===== config.mk =====
export PLATFORM = sky130hd
export DESIGN_NAME = rx_word_assembler
export DESIGN_NICKNAME = d
export VERILOG_FILES = /design/src/rtl/rx_word_assembler_pkg.sv /design/src/rtl/rx_word_assembler_uart_rx.sv /design/src/rtl/rx_word_assembler.sv
export SDC_FILE = /design/constraint.sdc
export NUM_CORES = 1
export LEC_CHECK = 0
export ABC_AREA = 1
export BUFFER_PORTS_ARGS = -buffer_cell sky130_fd_sc_hd__buf_2
export CAP_MARGIN = 20
export CORE_MARGIN = 5
export CORE_UTILIZATION = 60
export CTS_CLUSTER_DIAMETER = 30
export DETAILED_ROUTE_END_ITERATION = 16
export GPL_TIMING_DRIVEN = 0
export PLACE_DENSITY = 0.85
export SYNTH_ARGS = -nofsm -noshare
export SYNTH_HDL_FRONTEND = slang
export SYNTH_HIERARCHICAL = 1
export SYNTH_SLANG_ARGS = --single-unit

===== constraint.sdc =====
create_clock -name clk12 -period 2.1 [get_ports clk12]
set_input_delay 0.525 -clock clk12 [delete_from_list [all_inputs] [get_ports clk12]]
set_output_delay 0.525 -clock clk12 [all_outputs]
set_load 0.005 [all_outputs]

===== src/rtl/rx_word_assembler_pkg.sv =====
// Shared constants for the host-to-core UART word receiver.
// Baud divisors are clk12 cycles per UART bit.
package rx_word_assembler_pkg;

  localparam int B9600   = 1250;
  localparam int B19200  = 625;
  localparam int B57600  = 208;
  localparam int B115200 = 104;

  localparam int RX_LITTLE = 0;
  localparam int RX_BIG    = 1;

endpackage


===== src/rtl/rx_word_assembler_uart_rx.sv =====
// 8N1 UART byte receiver; rcv is a one-cycle strobe qualifying data.
// BAUDRATE is the number of clk cycles per bit.
//
// state | meaning
// ------+-------------------------------------------------
// IDLE  | line idle, waiting for a low level (start bit)
// START | half-bit wait, then confirm start bit still low
// DATA  | sample 8 data bits, LSB first, at bit centres
// STOP  | sample stop bit; strobe rcv if it is high
module uart_rx #(
  parameter int BAUDRATE = 104
) (
  input  logic       clk,
  input  logic       rstn,
  input  logic       rx,
  output logic       rcv,
  output logic [7:0] data
);

  localparam int CNT_W = (BAUDRATE > 1) ? $clog2(BAUDRATE) : 1;
  localparam logic [CNT_W-1:0] FULL_BIT = CNT_W'(BAUDRATE - 1);
  localparam logic [CNT_W-1:0] HALF_BIT = CNT_W'((BAUDRATE / 2 > 0) ? BAUDRATE / 2 - 1 : 0);

  localparam logic [1:0] IDLE  = 2'd0;
  localparam logic [1:0] START = 2'd1;
  localparam logic [1:0] DATA  = 2'd2;
  localparam logic [1:0] STOP  = 2'd3;

  logic [1:0]       state;
  logic [CNT_W-1:0] cnt;
  logic [2:0]       bit_idx;
  logic [7:0]       shift;
  logic             rx_meta, rx_s;

  always_ff @(posedge clk) begin
    if (!rstn) begin
      rx_meta <= 1'b1;
      rx_s    <= 1'b1;
      state   <= IDLE;
      cnt     <= '0;
      bit_idx <= '0;
      shift   <= '0;
      rcv     <= 1'b0;
      data    <= '0;
    end else begin
      rx_meta <= rx;
      rx_s    <= rx_meta;
      rcv     <= 1'b0;
      case (state)
        IDLE: begin
          if (!rx_s) begin
            cnt   <= HALF_BIT;
            state <= START;
          end
        end
        START: begin
          if (cnt == '0) begin
            bit_idx <= '0;
            cnt     <= FULL_BIT;
            state   <= rx_s ? IDLE : DATA;
          end else begin
            cnt <= cnt - 1'b1;
          end
        end
        DATA: begin
          if (cnt == '0) begin
            shift <= {rx_s, shift[7:1]};
            cnt   <= FULL_BIT;
            if (bit_idx == 3'd7) state <= STOP;
            bit_idx <= bit_idx + 1'b1;
          end else begin
            cnt <= cnt - 1'b1;
          end
        end
        default: begin
          if (cnt == '0) begin
            // A low stop bit is a framing error; the byte is dropped.
            if (rx_s) begin
              rcv  <= 1'b1;
              data <= shift;
            end
            state <= IDLE;
          end else begin
            cnt <= cnt - 1'b1;
          end
        end
      endcase
    end
  end

endmodule


===== src/rtl/rx_word_assembler.sv =====
// Collects WORD_BYTES UART bytes into one word behind a one-deep valid/ready buffer.
//
// state   | meaning
// --------+-------------------------------------
// IDLE    | byte_idx == 0, no partial word held
// COLLECT | at least one byte of a word held
module rx_word_assembler
  import rx_word_assembler_pkg::*;
#(
  parameter int WORD_BYTES     = 4,
  parameter int BAUDRATE       = B115200,
  parameter int TIMEOUT_CYCLES = 12000,
  parameter int BIG_ENDIAN     = RX_LITTLE
) (
  input  logic                    clk12,
  input  logic                    rst,
  input  logic                    rx,
  output logic [8*WORD_BYTES-1:0] word_data,
  output logic                    word_valid,
  input  logic                    word_ready,
  output logic                    overrun,
  output logic                    timeout_err
);

  localparam int W     = 8 * WORD_BYTES;
  localparam int IDX_W = (WORD_BYTES > 1) ? $clog2(WORD_BYTES) : 1;
  localparam int TMO_W = (TIMEOUT_CYCLES > 0) ? $clog2(TIMEOUT_CYCLES + 1) : 1;
  localparam logic [IDX_W-1:0] LAST_IDX = IDX_W'(WORD_BYTES - 1);
  localparam logic [TMO_W-1:0] TMO_LIMIT = TMO_W'(TIMEOUT_CYCLES);
  // A single-byte word can never be partial, so the timeout is meaningless there.
  localparam bit TMO_EN = (TIMEOUT_CYCLES > 0) && (WORD_BYTES > 1);

  localparam logic [0:0] IDLE    = 1'b0;
  localparam logic [0:0] COLLECT = 1'b1;

  logic             rcv;
  logic [7:0]       rx_byte;
  logic [0:0]       state;
  logic [IDX_W-1:0] byte_idx;
  logic [IDX_W-1:0] slot;
  logic [TMO_W-1:0] tmo_cnt;
  logic [W-1:0]     asm_q;
  logic [W-1:0]     asm_next;
  logic             word_done;
  logic             can_load;
  logic             tmo_hit;

  uart_rx #(
    .BAUDRATE (BAUDRATE)
  ) u_uart_rx (
    .clk  (clk12),
    .rstn (~rst),
    .rx   (rx),
    .rcv  (rcv),
    .data (rx_byte)
  );

  always_comb begin
    slot = (BIG_ENDIAN != 0) ? (LAST_IDX - byte_idx) : byte_idx;
    asm_next = asm_q;
    for (int i = 0; i < WORD_BYTES; i++) begin
      if (slot == IDX_W'(i)) asm_next[8*i +: 8] = rx_byte;
    end
  end

  assign word_done = rcv && (byte_idx == LAST_IDX);
  assign can_load  = !word_valid || word_ready;
  assign tmo_hit   = TMO_EN && (state == COLLECT) && !rcv && (tmo_cnt == TMO_LIMIT);

  always_ff @(posedge clk12) begin
    if (rst) begin
      state       <= IDLE;
      byte_idx    <= '0;
      tmo_cnt     <= '0;
      asm_q       <= '0;
      word_data   <= '0;
      word_valid  <= 1'b0;
      overrun     <= 1'b0;
      timeout_err <= 1'b0;
    end else begin
      overrun     <= 1'b0;
      timeout_err <= 1'b0;

      if (rcv) begin
        asm_q   <= asm_next;
        tmo_cnt <= '0;
        if (byte_idx == LAST_IDX) begin
          byte_idx <= '0;
          state    <= IDLE;
        end else begin
          byte_idx <= byte_idx + 1'b1;
          state    <= COLLECT;
        end
      end else if (tmo_hit) begin
        byte_idx    <= '0;
        state       <= IDLE;
        tmo_cnt     <= '0;
        timeout_err <= 1'b1;
      end else if (TMO_EN && state == COLLECT) begin
        tmo_cnt <= tmo_cnt + 1'b1;
      end else begin
        tmo_cnt <= '0;
      end

      // A completing word may reuse the slot being drained this cycle.
      if (word_done) begin
        if (can_load) begin
          word_data  <= asm_next;
          word_valid <= 1'b1;
        end else begin
          overrun <= 1'b1;
        end
      end else if (word_valid && word_ready) begin
        word_valid <= 1'b0;
      end
    end
  end

endmodule

==> flow_summary_export.csv, run 1 <==
group,metric,value,unit
run_status,status,"completed",
setup_path,end_kind,"flip-flop",
placement,numPortBuffers,38,
global_routing,grt_pass1_wl,21.39,mm
route,vias_per_cell,5.557,
clock_network,cts_tree,"done",
yosys,synth.avg_cell_area,7.387,µm²
finish,instances_no_fill,875,
route,ant_nets,0,
power_and_ir_drop,power_frac_seq,37.5,%
clock_network,clock_path_buffers,2,
power_and_ir_drop,clockPowerShare,42.2,%
floorplan,ios,39,
min_path,hold_start,"rx",
finish,diodes,0,
power_and_ir_drop,powerDensity,1072,nW/µm²
clock_network,root_buffer,"clkbuf_8",
route,first_pass_iters,5,
sta,rsz0062_at_grt,"false",
clock_network,cts_num_sinks,115,
setup_path,crit_slowest_cell,"clkbuf_1",
yosys,synth_cell_types,44,
power_and_ir_drop,vdd_drop_max,0.7188,mV
power_and_ir_drop,p_int,4402,µW
setup_path,rrSetupSlack,0.27,ns
clock_network,ctsResizeCount,0,
global_routing,grt_max_degree,17,
setup_path,worstRegToRegCells,6,
min_path,min_path_type,"input port to flip-flop",
sta,worst_slew_pin_slew,0.6367,ns
placement,gp_congestion,0.8599,
yosys,ys_ff_latch,115,
floorplan,rows,33,
finish,areaGrowthSynthToFinish,17.18,%
floorplan,die_area,10580,µm²
yosys,yosysSeqAreaShare,44.52,%
global_routing,grt_pass1_vias,4594,
setup_path,critPathKind,"flip-flop to flip-flop",
yosys,synth_edf_count,0,
clock_network,holdBufCountCts,0,
global_routing,grt_use_met3,6.495,%
route,drc,0,
sta,slew_viol_final,0,
yosys,syn-cell-area,5171,µm²
sta,hold_violations,0,
placement,dp_cells,843,
power_and_ir_drop,pwr-share-comb,20.3,%
sta,relSlewSlack,57.56,%
min_path,min_to,"u_uart_rx/rx_meta",
yosys,ys_warn_count,6,
setup_path,worstSetupStartpointType,"flip-flop",
global_routing,grt_use_met2,44.24,%
power_and_ir_drop,switching_power,2096,µW
setup_path,cp_max_fo,10,
yosys,ys.flop_type,"dfxtp_1",
route,drtIter0Drc,318,
setup_path,crit_chain,"inv_1 > ha_1 > clkbuf_1 > o21ai_0 > o21ai_0 > inv_1",
setup_path,r2r_end,"asm_q[22]",
global_routing,antenna_found_initial,0,
sta,fin_tns_setup,0,ns
route,vias,4862,
power_and_ir_drop,finalPower,6498,µW
sta,holdWs,0.1774,ns
sta,finalCritPeriodShare,87.23,%
setup_path,max_stage_delay,0.37,ns
power_and_ir_drop,p_sw_share,32.26,%
clock_network,cts_setup_buffers,0,
global_routing,grtUsageMet1,32.32,%
clock_network,clock_latency,0.53,ns
route,wl_per_cell,14.60,µm
clock_network,cts_buffers,17,
global_routing,grt-busiest-layer,"met2",
floorplan,start_util,62.31,%
clock_network,h-tree-depth,4,
setup_path,worstPathArrival,2.24,ns
sta,finalCriticalPeriod,1.832,ns
floorplan,die_height,102.8,µm
clock_network,clkTransAtPathRegs,0.06,ns
global_routing,grt-ovfl-total,0,
yosys,synth_nets,718,
global_routing,grtUsageTotal,25.72,%
min_path,hold_depth,2,
sta,fmax,545.9,MHz
finish,drive_above_1_share,14.68,%
finish,nets,775,
yosys,syn-instance-count,700,
setup_path,required,2.51,ns
floorplan,coreArea,8299,µm²
placement,post-place-ws,-0.1975,ns
power_and_ir_drop,p_leak,0.002649,µW
sta,setup_ws,0.2681,ns
setup_path,crit-reg2reg-launch,"byte_idx[0]",
route,wl,12.77,mm
sta,clock_skew,0.01037,ns
flow_run,drv_cap,0,
placement,dp_hpwl,8.395,mm
floorplan,die_w,102.8,µm
sta,finalSetupViolCount,0,
yosys,async_flop_share,0,%
==> cells by family (layout without fill, tap and decap cells) <==
family,after synthesis,after routing,share of synthesized area [%]
AOI/OAI and AO/OA,155,155,16.11
adders and majority gates,14,14,3.387
DFF,115,115,44.52
xor gates and xnor gates,7,7,1.186
buffers and inverters,119,189,9.920
and+or+nand+nor,290,290,24.87
==> stage by stage <==
stage	area [µm²]	util [%]
3_5_place_dp	5493	66.18
2_1_floorplan	5171	-
5_1_grt	6060	73.01
3_3_place_gp	5493	66.18
6_report	6060	73.01
4_1_cts	6060	73.01
==> sequential cells by signal, summed over array words and instances, names as in the netlist <==
signal	count
tmo_cnt	14
asm_q	32
u_uart_rx/shift	8
u_uart_rx/rx_s	1
u_uart_rx/state	2
u_uart_rx/bit_idx	3
u_uart_rx/data	8
overrun	1
u_uart_rx/cnt	7
timeout_err	1
word_data	32
u_uart_rx/rcv	1
state	1
byte_idx	2
word_valid	1
u_uart_rx/rx_meta	1
==> per-layer routing <==
layer  share of wire (%)  vias up  routed length (µm)
li1                    -     2366                   -
met1                  42     2294                5339
met2                  49      176                6321
met3                 6.7       26                 853
met4                 2.0        0                 257
met5                   0        -                   0
==> worst max-delay path: cells and delay by family, from the launching register on <==
| kind | cells | cell delay (ns) |
|---|---|---|
| buffers and inverters | 3 | 0.55 |
| AO/OA/AOI/OAI | 2 | 0.51 |
| flip-flops | 1 | 0.35 |
| adder cells (fa/ha/maj) | 1 | 0.32 |
==> power groups by stage <==
| stage | Combinational, µW | Sequential (µW) | Clock, µW |
|---|---|---|---|
| floorplan | 1010 | 2460 | 0 |
| CTS | 1290 | 2440 | 2740 |
| finish | 1320 | 2440 | 2740 |
| detailed placement | 1250 | 2480 | 0 |
| global route | 1480 | 2450 | 2840 |
| global placement | 1170 | 2470 | 0 |
==> cells in the mapped netlist, types with 2 or more instances <==
cell      count  area, µm²
nand2_2       3      18.77
inv_2         2      7.510
clkinv_4      2      17.52
nor3b_1       2      15.01
nand3_1      31      155.2
nor3_1        4      20.02
xor2_1        6      52.55
clkbuf_1     12      45.04
o21ai_2       3      26.28
buf_4         4      30.03
nand4_1      10      62.56
buf_2         3      15.01
nand2_1     109      409.1
clkbuf_2      2      10.01
ha_1         14      175.2
a21oi_1      42      210.2
nor2_4        4      45.04
a31oi_1       6      37.54
nor2_1      111      416.7
a21oi_2       3      26.28
nor2_2        4      25.02
a311oi_2      2      30.03
o21ai_1      11      55.05
inv_1        86      322.8
o21ai_0      85      425.4
buf_1         4      15.01
nand3_4       2      35.03
nand2_4       2      22.52
dfxtp_1     115       2302
or2_2         2      12.51
==> final cells by class <==
class	instances	area [µm²]
multi-input combinational	466	2356
timing repair buffer	38	190.2
clock buffer	19	441.7
sequential	115	2302
fill	615	2240
tap	105	131.4
buffer	27	150.1
clock inverter	13	125.1
inverter	92	362.8
==> cell usage in the layout, fill, tap and decap left out, types with 11 or more instances in the layout <==
master and count:
a21oi_1 42, buf_2 41, clkbuf_1 12, clkbuf_16 16
dfxtp_1 115, ha_1 14, inv_1 86, nand2_1 109
nand3_1 31, nor2_1 111, o21ai_0 85, o21ai_1 11
==> worst max-delay path by stage <==
| stage | depth (start not counted) | from | slack [ns] | to |
|---|---|---|---|---|
| CTS | 6 | byte_idx[0] | 0.29 | asm_q[22] |
| finish | 6 | byte_idx[0] | 0.27 | asm_q[22] |
| floorplan | 4 | rst | 0.37 | u_uart_rx/rx_meta |
| detailed placement | 5 | rst | -0.20 | u_uart_rx/rx_s |
| global placement | 5 | rst | -0.17 | u_uart_rx/rx_s |
| global route | 6 | byte_idx[0] | 0.10 | asm_q[22] |
No activity file was read; power rests on OpenSTA's default activity.
==> inputs of run 2 (changes only) <==
--- a/config.mk
+++ b/config.mk
@@ -8,8 +8,10 @@
 export ABC_AREA = 1
 export BUFFER_PORTS_ARGS = -buffer_cell sky130_fd_sc_hd__buf_2
 export CAP_MARGIN = 20
+export CELL_PAD_IN_SITES_DETAIL_PLACEMENT = 2
+export CELL_PAD_IN_SITES_GLOBAL_PLACEMENT = 2
 export CORE_MARGIN = 5
-export CORE_UTILIZATION = 60
+export CORE_UTILIZATION = 35
 export CTS_CLUSTER_DIAMETER = 30
 export DETAILED_ROUTE_END_ITERATION = 16
 export GPL_TIMING_DRIVEN = 0
==> run 2 against run 1 <==
Compared with the run above: fmax fell by 5.7%; clock skew rose by 0.0086 ns; wire length rose by 33%; clock power rose by 3%; worst setup slack got worse by 0.11 ns; worst hold slack improved by 0.11 ns; via count rose by 0.41%; register-to-register slack got worse by 0.03 ns; first-iteration DRC count fell by 28%; critical path depth did not move; critical path type is now input port to flip-flop; largest cell class unchanged; largest power group unchanged.
==> flow_summary_export.csv, run 2 (synthesis gave the netlist of run 1 again) <==
group,metric,value,unit
sta,finalCriticalPeriod,1.943,ns
sta,slew_viol_final,0,
run_status,status,"completed",
setup_path,required,2.46,ns
clock_network,clock_latency,0.43,ns
finish,instances_no_fill,950,
clock_network,cts_tree,"done",
sta,clock_skew,0.01895,ns
finish,drive_above_1_share,14.23,%
setup_path,end_kind,"flip-flop",
floorplan,die_area,17310,µm²
floorplan,coreArea,14530,µm²
clock_network,cts_setup_buffers,0,
power_and_ir_drop,p_leak,0.002671,µW
floorplan,ios,39,
finish,areaGrowthSynthToFinish,19.07,%
finish,diodes,0,
setup_path,worstSetupStartpointType,"input port",
clock_network,holdBufCountCts,0,
global_routing,grt_pass1_vias,5438,
sta,fmax,514.7,MHz
clock_network,h-tree-depth,4,
sta,worst_slew_pin_slew,0.6707,ns
sta,relSlewSlack,55.29,%
finish,layout_common_cells,"dfxtp_1 (115), nor2_1 (111), nand2_1 (109)",
clock_network,clkTransAtPathRegs,0.05,ns
clock_network,cts_buffers,17,
global_routing,grtUsageTotal,20.07,%
clock_network,clock_path_buffers,2,
route,vias_per_cell,5.139,
finish,nets,775,
clock_network,cts_num_sinks,115,
global_routing,grt_pass1_wl,28.25,mm
finish,final_common_cell,"dfxtp_1",
floorplan,die_w,131.6,µm
route,drtIter0Drc,228,
placement,numPortBuffers,38,
placement,dp_hpwl,11.82,mm
route,first_pass_iters,4,
sta,finalCritPeriodShare,92.51,%
finish,reg_top3,"asm_q (32), word_data (32), tmo_cnt (14)",
flow_run,drv_cap,0,
power_and_ir_drop,powerDensity,1078,nW/µm²
placement,dpl_cell_area,5592,µm²
placement,gp_congestion,0.7548,
sta,finalSetupViolCount,0,
power_and_ir_drop,vdd_drop_max,0.6852,mV
placement,dp_cells,922,
route,vias,4882,
setup_path,cp_max_fo,13,
route,ant_nets,0,
global_routing,antenna_found_initial,0,
global_routing,grt_max_degree,17,
clock_network,ctsResizeCount,1,
floorplan,rows,44,
floorplan,start_util,35.58,%
setup_path,worstPathArrival,2.30,ns
clock_network,root_buffer,"clkbuf_16",
route,wl_per_cell,17.94,µm
global_routing,grt-ovfl-total,0,
setup_path,critPathKind,"input port to flip-flop",
sta,rsz0062_at_grt,"false",
min_path,min_path_type,"input port to flip-flop",
route,wl,17.05,mm
route,drc,0,
finish,postLayoutCellArea,6157,µm²
floorplan,die_height,131.6,µm
sta,hold_violations,0,
## run 2: per-layer routing
metal  share of wire (%)  track usage [%]  up-vias
met2                  50            34.57       73
met3                 3.2            4.434       22
met4                 1.8            7.600        0
met5                   0                0        -
li1                    -                -     2364
met1                  45            24.46     2423
## run 2: layout make-up
type	instances	area, µm²
plain buffers	27	150.1
clock buffers	22	484.2
clock inverters	6	80.08
fillers	1698	8377
inverters	92	364.1
multi-input cells	466	2356
flip-flops and latches	115	2302
well taps	184	230.2
repair buffers	38	190.2
## run 2: metrics by stage
stage	total power [µW]	worst slack, ns	hold slack [ns]	TNS, ns	util (%)
final	6636	0.1573	0.2846	0	42.36
after global routing	6976	0.08378	0.2706	0	42.36
after CTS	6694	0.1556	0.2700	0	42.36
after detailed placement	3831	-0.4275	0.4012	-4.544	38.47
after global placement	3702	-0.3665	0.3938	-2.569	38.47
after floorplan	3471	0.3660	0.3925	0	-
## run 2: worst paths after layout
path	startpoint	end	slack, ns	depth (start not counted)
setup / recovery	rst	u_uart_rx/data[2]	0.16	6
hold / removal	rx	u_uart_rx/rx_meta	0.28	2
setup reg to reg	byte_idx[0]	word_data[23]	0.24	6
hold reg to reg	u_uart_rx/rx_meta	u_uart_rx/rx_s	0.41	1
## run 2: power by group
part,switching (µW),total (µW),leakage [µW],internal (µW)
Sequential,117,2450,0.000928,2330
Combinational,951,1380,0.00146,425
Clock,977,2810,0.000283,1830
Total,2050,6640,0.00267,4590
## run 2: critical path, stage by stage
cell      delay (ns)
buf_2           0.11
inv_1           0.24
buf_1           0.56
clkbuf_1        0.47
o21ai_0         0.25
nor2_1          0.13
==> inputs of run 3 (changes only) <==
--- a/config.mk
+++ b/config.mk
@@ -7,15 +7,15 @@
 export LEC_CHECK = 0
 export ABC_AREA = 1
 export BUFFER_PORTS_ARGS = -buffer_cell sky130_fd_sc_hd__buf_2
-export CAP_MARGIN = 20
+export CAP_MARGIN = 25
 export CELL_PAD_IN_SITES_DETAIL_PLACEMENT = 2
 export CELL_PAD_IN_SITES_GLOBAL_PLACEMENT = 2
 export CORE_MARGIN = 5
-export CORE_UTILIZATION = 35
+export CORE_UTILIZATION = 31
 export CTS_CLUSTER_DIAMETER = 30
 export DETAILED_ROUTE_END_ITERATION = 16
 export GPL_TIMING_DRIVEN = 0
-export PLACE_DENSITY = 0.85
+export PLACE_DENSITY = 0.8
 export SYNTH_ARGS = -nofsm -noshare
 export SYNTH_HDL_FRONTEND = slang
 export SYNTH_HIERARCHICAL = 1
==> constraint.sdc (replaced) <==
create_clock -name clk12 -period 1.6 [get_ports clk12]
set_input_delay 0.4 -clock clk12 [delete_from_list [all_inputs] [get_ports clk12]]
set_output_delay 0.4 -clock clk12 [all_outputs]
set_load 0.005 [all_outputs]
==> run 3 against run 2 <==
Compared with the run above: final cell count rose by 4.5%; global-route usage shrank 2.5 points; power up 34%; largest power group unchanged.
==> flow_summary_export.csv, run 3 (synthesis gave the netlist of run 1 again) <==
group,metric,value,unit
setup_path,worstSetupStartpointType,"flip-flop",
min_path,min_path_type,"input port to flip-flop",
power_and_ir_drop,pwr-share-comb,24.1,%
power_and_ir_drop,p_int,5971,µW
setup_path,critPathKind,"flip-flop to flip-flop",
sta,relSlewSlack,60.61,%
route,vias_per_cell,4.917,
power_and_ir_drop,powerDensity,1404,nW/µm²
power_and_ir_drop,finalPower,8897,µW
finish,final_common_cell,"nor2_1",
power_and_ir_drop,clockPowerShare,39.5,%
global_routing,grt_pass1_vias,5482,
sta,slew_viol_final,0,
route,wl_per_cell,16.91,µm
clock_network,holdBufCountCts,0,
finish,instances_no_fill,993,
sta,fin_tns_setup,0,ns
floorplan,rows,47,
clock_network,clock_path_buffers,2,
finish,nets,779,
placement,numPortBuffers,38,
placement,dp_hpwl,11.77,mm
sta,fmax,649.8,MHz
sta,finalCriticalPeriod,1.539,ns
finish,diodes,0,
setup_path,critPathTopFamily,"simple AND/OR/NAND/NOR gates",
route,ant_nets,0,
power_and_ir_drop,power_frac_seq,36.4,%
setup_path,crit_chain,"inv_2 > ha_4 > inv_2 > nor2_4 > buf_4 > nand4_4 > nand2_2 > nand2_1 > a21oi_1",
global_routing,grt-ovfl-total,0,
setup_path,max_stage_delay,0.33,ns
clock_network,clkTransAtPathRegs,0.05,ns
sta,hold_violations,0,
sta,clock_skew,0.01157,ns
clock_network,h-tree-depth,4,
floorplan,coreArea,16470,µm²
global_routing,grt_max_degree,17,
placement,gp_congestion,0.7736,
finish,layout_common_cells,"nor2_1 (109), dfxtp_1 (108), nand2_1 (107)",
route,vias,4883,
setup_path,worstPathArrival,1.88,ns
finish,reg_top3,"asm_q (32), word_data (32), tmo_cnt (14)",
power_and_ir_drop,p_sw_share,32.89,%
finish,areaGrowthSynthToFinish,22.50,%
clock_network,cts_buffers,17,
sta,finalCritPeriodShare,96.18,%
floorplan,ios,39,
global_routing,grtUsageTotal,17.58,%
clock_network,root_buffer,"clkbuf_16",
clock_network,clock_latency,0.43,ns
placement,dp_cells,958,
finish,drive_above_1_share,18.37,%
power_and_ir_drop,p_leak,0.002656,µW
floorplan,die_w,139.2,µm
global_routing,grt_pass1_wl,27.50,mm
floorplan,die_height,139.2,µm
setup_path,end_kind,"flip-flop",
setup_path,path_common_cell,"inv_2",
power_and_ir_drop,vdd_drop_max,0.7751,mV
finish,post-route-util,38.47,%
finish,final.fill_count,1951,
clock_network,cts_tree,"done",
setup_path,crit_slowest_cell,"dfxtp_2",
global_routing,antenna_found_initial,0,
setup_path,required,1.94,ns
route,drtIter0Drc,211,
sta,holdWs,0.1682,ns
flow_run,drv_cap,0,
floorplan,die_area,19360,µm²
route,drc,0,
sta,worst_slew_pin_slew,0.5909,ns
run_status,status,"completed",
setup_path,cp_max_fo,5,
power_and_ir_drop,switching_power,2926,µW
floorplan,start_util,31.41,%
clock_network,cts_num_sinks,115,
setup_path,path_buf_inv,3,
route,wl,16.79,mm
sta,finalSetupViolCount,0,
route,first_pass_iters,4,
[run 3: cell count changes in the layout (fill, tap and decap cells not counted), sizes merged]
cell / delta
bufinv: -1
nand3: +1
clkbuf: -1
clkinvlp: +1
nand2: +1
buf: +6
[run 3: cell type report]
cell class                 instances  area (µm²)  share of cell area (%)
clock inverter                     6       55.05                  0.8690
clock buffer                      25       475.5                   7.505
inverter                          92       369.1                   5.827
tap                              220       275.3                   4.345
buffer                            26       158.9                   2.508
multi-input combinational        468        2477                   39.11
sequential                       115        2311                   36.48
timing repair buffer              41       212.7                   3.358
[run 3: what timing repair did]
action,in CTS,in global routing
gates cloned,1,1
buffers inserted,1,2
pin swaps,3,6
setup endpoints to repair,55,77
gates resized for setup,22,45
[run 3: power groups by stage]
stage / sequential [µW] / clock, µW / combinational [µW]
detailed placement: 3270 / 0 / 1760
finish: 3240 / 3520 / 2140
CTS: 3220 / 3590 / 1900
global route: 3260 / 3710 / 2380
global placement: 3250 / 0 / 1610
floorplan: 3230 / 0 / 1330
[run 3: path summary, 6_finish.rpt]
path                startpoint  slack [ns]                end  cells after the start
max           u_uart_rx/cnt[0]        0.06   u_uart_rx/cnt[0]                      9
min                         rx        0.17  u_uart_rx/rx_meta                      2
max reg2reg   u_uart_rx/cnt[0]        0.06   u_uart_rx/cnt[0]                      9
min reg2reg  u_uart_rx/rx_meta        0.41     u_uart_rx/rx_s                      1
[run 3: metal layers]
| layer | up-vias | track usage, % | part of all wire (%) |
|---|---|---|---|
| li1 | 2374 | - | - |
| met1 | 2415 | 20.96 | 44 |
| met2 | 73 | 31.04 | 51 |
| met3 | 21 | 3.655 | 3.2 |
| met4 | 0 | 6.643 | 1.8 |
| met5 | - | 0 | 0 |
[run 3: metrics by stage]
step           setup WS (ns)  instance area, µm²
6_report             0.06114                6335
5_1_grt             -0.04055                6335
4_1_cts             0.003570                6225
3_5_place_dp         -0.4266                5638
3_3_place_gp         -0.3677                5638
2_1_floorplan         0.1558                5172
